$ cat config.mk
export PLATFORM = sky130hd
export DESIGN_NAME = sync_fifo_rdctrl
export DESIGN_NICKNAME = d
export VERILOG_FILES = /design/src/rtl/sync_fifo_pkg.sv /design/src/rtl/sync_fifo_rd_obuf.sv /design/src/rtl/sync_fifo_rdctrl.sv
export SDC_FILE = /design/constraint.sdc
export NUM_CORES = 1
export LEC_CHECK = 0
export ABC_AREA = 0
export BUFFER_PORTS_ARGS = -buffer_cell sky130_fd_sc_hd__buf_4
export CORE_MARGIN = 3
export CORE_UTILIZATION = 35
export CTS_BUF_LIST = sky130_fd_sc_hd__clkbuf_8
export CTS_CLUSTER_DIAMETER = 30
export DETAILED_ROUTE_END_ITERATION = 6
export GPL_ROUTABILITY_DRIVEN = 0
export PLACE_DENSITY = 0.63
export SLEW_MARGIN = 10
export SYNTH_ARGS = -nofsm -noshare
export SYNTH_HDL_FRONTEND = slang
export SYNTH_HIERARCHICAL = 1
export SYNTH_SLANG_ARGS = --single-unit
$ cat constraint.sdc
create_clock -name rclk_i -period 2.4 [get_ports rclk_i]
set_clock_uncertainty 0.05 [all_clocks]
set_input_delay 0.24 -clock rclk_i [delete_from_list [all_inputs] [get_ports rclk_i]]
set_output_delay 0.24 -clock rclk_i [all_outputs]
set_load 0.03 [all_outputs]
$ cat src/rtl/sync_fifo_pkg.sv
// sync_fifo_pkg: sizing constants shared by the FIFO read and write controllers.
package sync_fifo_pkg;
    localparam int FIFO_AW = 7;
    localparam int FIFO_DW = 32;
    typedef logic [1:0] occ_t;
endpackage

$ cat src/rtl/sync_fifo_rd_obuf.sv
// sync_fifo_rd_obuf: 2-entry show-ahead output buffer; e0 is always the head word.
module sync_fifo_rd_obuf
    import sync_fifo_pkg::*;
#(
    parameter int DW = FIFO_DW
) (
    input  logic          clk,
    input  logic          rst_n,
    input  logic          clr,
    input  logic          push,
    input  logic [DW-1:0] push_data,
    input  logic          pop,
    output logic          valid,
    output logic [DW-1:0] head_data,
    output occ_t          cnt
);
    logic [DW-1:0] e0, e1;
    logic          pop_v;
    occ_t          wr_idx;

    assign valid     = cnt != 2'd0;
    assign pop_v     = pop & valid;
    assign wr_idx    = cnt - occ_t'(pop_v);
    assign head_data = e0;

    // The shift on pop happens first so a same-cycle push lands behind the surviving word.
    always_ff @(posedge clk or negedge rst_n) begin
        if (!rst_n) begin
            e0  <= '0;
            e1  <= '0;
            cnt <= '0;
        end else if (clr) begin
            cnt <= '0;
        end else begin
            if (pop_v) e0 <= e1;
            if (push && wr_idx == 2'd0) e0 <= push_data;
            if (push && wr_idx != 2'd0) e1 <= push_data;
            cnt <= cnt + occ_t'(push) - occ_t'(pop_v);
        end
    end

    a_no_overflow: assert property (@(posedge clk) disable iff (!rst_n) (push && !clr) |-> cnt != 2'd2);
endmodule

$ cat src/rtl/sync_fifo_rdctrl.sv
// sync_fifo_rdctrl: FIFO read controller; issues memory reads against a 2-word credit
// and presents the data first-word-fall-through through a small output buffer.
module sync_fifo_rdctrl
    import sync_fifo_pkg::*;
#(
    parameter int AW = FIFO_AW,
    parameter int DW = FIFO_DW
) (
    input  logic          rclk_i,
    input  logic          rst_n,
    input  logic [AW-1:0] wpnt_i,
    input  logic [DW-1:0] rdata_i,
    input  logic          flush_i,
    input  logic          rready_i,
    output logic          ren_o,
    output logic [AW-1:0] raddr_o,
    output logic [AW-1:0] rpnt_o,
    output logic          rvalid_o,
    output logic [DW-1:0] rdata_o,
    output logic          empty_o,
    output logic [AW-1:0] fill_o
);
    logic [AW-1:0] rpnt;
    logic          inflight, pop;
    occ_t          buf_cnt, occ;

    assign empty_o = rpnt == wpnt_i;
    assign fill_o  = wpnt_i - rpnt;
    assign pop     = rvalid_o & rready_i;
    assign occ     = buf_cnt + occ_t'(inflight);
    // Words in flight count against the buffer so a returning read always has a slot.
    assign ren_o   = ~empty_o & ~flush_i & ((occ - occ_t'(pop)) < 2'd2);
    assign raddr_o = rpnt;
    assign rpnt_o  = rpnt;

    always_ff @(posedge rclk_i or negedge rst_n) begin
        if (!rst_n) begin
            rpnt     <= '0;
            inflight <= 1'b0;
        end else if (flush_i) begin
            rpnt     <= wpnt_i;
            inflight <= 1'b0;
        end else begin
            if (ren_o) rpnt <= rpnt + 1'b1;
            inflight <= ren_o;
        end
    end

    sync_fifo_rd_obuf #(.DW(DW)) u_obuf (
        .clk       (rclk_i),
        .rst_n     (rst_n),
        .clr       (flush_i),
        .push      (inflight),
        .push_data (rdata_i),
        .pop       (pop),
        .valid     (rvalid_o),
        .head_data (rdata_o),
        .cnt       (buf_cnt)
    );
endmodule

==> metrics <==
status=finished, violations left; failing checks=negative setup slack; top_reg_cell synth=dfrtp_1; Diodes inserted=0; R2R setup slack=0.17 ns; number of synthesis warnings=6; Synth Instances=323; # DRC=0; WL final=8070 µm; Ports=99; crit path kind=register to output port; critical path endpoint category=output port; first drt pass iteration count=4; share of cells above drive strength 1=0.429; Die X-Extent=between 100 and 150 µm; pin count of the biggest net entering global routing=45; Synthesized Nets=376; Starting DRT DRC Count=88; Tmin final=2.45 ns; share of the synthesized area in the top cell type=0.507; placed inst area=between 4000 and 5000 µm²; vias in the first global route=between 2000 and 3000; worst slew pin tran=0.419 ns; IO Port Bufs=98; sequential area share after synthesis=0.507; die area=11700 µm²; Startpoint Class=register; top post-synthesis cells by area=dfrtp_1 (51%), mux2_2 (9.9%), mux2i_1 (9.3%); fin cells=~570; Post-Syn Area per Cell=roughly 11 µm²; Reg clk slew, reported paths=0.08 ns; final instance area=4860 µm²; r2r startpoint=u_obuf/cnt[1]; LEAKAGE=0.00236 µW; commonest non-fill, non-tap cell in the layout=buf_4; antenna-violating nets left=0; Root Driver=clkbuf_8; Starting Density=0.367; Placed Cells=540; worst-path fanout max=2; Filler cells=936; Die Ht=between 100 and 150 µm; CTS buffer count=9; end point of the critical path=fill_o[6]; Worst Slack Setup Final=-0.0525 ns; critical path launch point=raddr_o[0]; min-delay worst type=primary input to register; total grt overflow=0; Fin Hold WS=0.0757 ns; Final Hold Violating Endpoints=0; fin nets=484; EDFF count, synth=0; clock sinks=between 70 and 80; FF-to-FF path depth=10; max-cap violations=0; Row Count=36; PD cells=1420 nW/µm²; area occupied by multi-input gates=1660 µm²; register bit count reported by yosys=74; most frequent cells in the layout=buf_4 (115), dfrtp_1 (72), nor2_1 (36); latest clock arrival within the worst-skew pair=0.33 ns; Peak VDD IR=0.633 mV; Setup-failing EPs final=1; RSZ-0062 raised after global routing=yes; Max clock buf depth=2; synthesized area=~3700 µm²; initial antenna violation count=0; Core ar.=9950 µm²; Tot GR Track Use=0.140; DR vias=approximately 2700; fraction of registers with async set/reset=1.00; Synth cell types=38; Synth area leader=dfrtp_1; Via density=4.76; max frequency=0.408 GHz; drt wl/cell=14.2 µm; TritonCTS clock tree=built; RR Endpoint=raddr_o[5]; Slew Viols, Final=0; CP required=2.11 ns; H-tree levels=3; first-pass GRT wire length=13000 µm; Seq. cell area=around 1900 µm²; WP data arrival=2.16 ns; Area Growth Syn to Fin=32.9%; Slew HR=0.718; hpwl dp=5690 µm; fin crit share=1.02
## area by class of cell
| cell class | instances | area share |
|---|---|---|
| clock inverters | 6 | 0.0137 |
| well taps | 133 | 0.0343 |
| inverters | 15 | 0.0121 |
| clock buffers | 10 | 0.0283 |
| multi-input cells | 212 | 0.341 |
| repair buffers | 119 | 0.189 |
| flip-flops and latches | 74 | 0.382 |
## per-layer routing
layer | up-vias | track usage | share of wire
li1 | 1323 | - | -
met2 | 63 | 0.238 | 0.49
met3 | 6 | 0.0424 | 0.051
met1 | 1315 | 0.175 | 0.45
met5 | - | 0 | 0
met4 | 0 | 0.0298 | 0.0072
## timing repair
item,CTS,global route
buffers inserted,5,7
pin swaps,7,3
hold buffers,1,0
endpoints found under the setup margin,4,7
resized for setup,9,8
endpoints found under the hold margin,30,0
## cell usage after synthesis, types with 2 or more instances
cell	instances
nor2b_1	4
buf_4	10
o21ai_0	2
dfrtp_1	74
clkbuf_1	2
mux2_2	32
nor3_1	4
nor2_1	36
nand2_1	15
ha_1	9
nor4_4	2
a21oi_1	35
o21ai_1	6
inv_1	15
xnor2_1	9
nand3_1	5
buf_2	9
mux2i_1	34
## worst min path at each step
stage          cells after the start        start             to
4_1_cts                            3    wpnt_i[3]     raddr_o[3]
3_5_place_dp                       1        rst_n  u_obuf/e1[18]
5_1_grt                            2  rdata_i[17]  u_obuf/e1[17]
2_1_floorplan                      0        rst_n       inflight
3_3_place_gp                       1        rst_n  u_obuf/e1[18]
6_report                           3    wpnt_i[5]     raddr_o[5]
## state kept, by name (all words and copies together), names as in the netlist
signal and cells:
inflight 1, u_obuf/e1 32, raddr_o 7, u_obuf/cnt 2, u_obuf/head_data 32
## stage by stage
| step | total power, µW | setup WS [ns] | setup TNS [ns] | util |
|---|---|---|---|---|
| finish | 6920 | -0.0525 | -0.0525 | 0.488 |
| global route | 7410 | -0.199 | -0.366 | 0.488 |
| CTS | 6920 | -0.0321 | -0.0321 | 0.480 |
| detailed placement | 5810 | 0.0876 | 0 | 0.452 |
| global placement | 5730 | 0.157 | 0 | 0.452 |
| floorplan | 4690 | 0.0481 | 0 | - |
## worst max-delay path, stage by stage, from the launching register on
cell	delay, ns
dfrtp_2	0.39
ha_4	0.14
inv_2	0.04
fa_2	0.34
a21o_1	0.21
a21oi_2	0.16
o21ai_1	0.08
a21oi_1	0.15
xnor2_1	0.14
buf_4	0.18
## cells by family after synthesis
logic type / count (synthesis) / share of synthesized area
flip-flops: 74 / 0.507
buffers and inverters: 37 / 0.0534
XOR/XNOR: 11 / 0.0284
AO/OA/AOI/OAI: 50 / 0.0764
adder cells (fa/ha/maj): 10 / 0.0363
multiplexers: 66 / 0.192
AND/OR/NAND/NOR: 75 / 0.107
## power breakdown
| group | leakage (µW) | total, µW | switching, µW | internal, µW |
|---|---|---|---|---|
| clock network | 0.000100 | 973 | 463 | 510 |
| registers | 0.000868 | 2190 | 337 | 1850 |
| logic | 0.00139 | 3750 | 2110 | 1650 |
(Power assumes the default switching activity.)
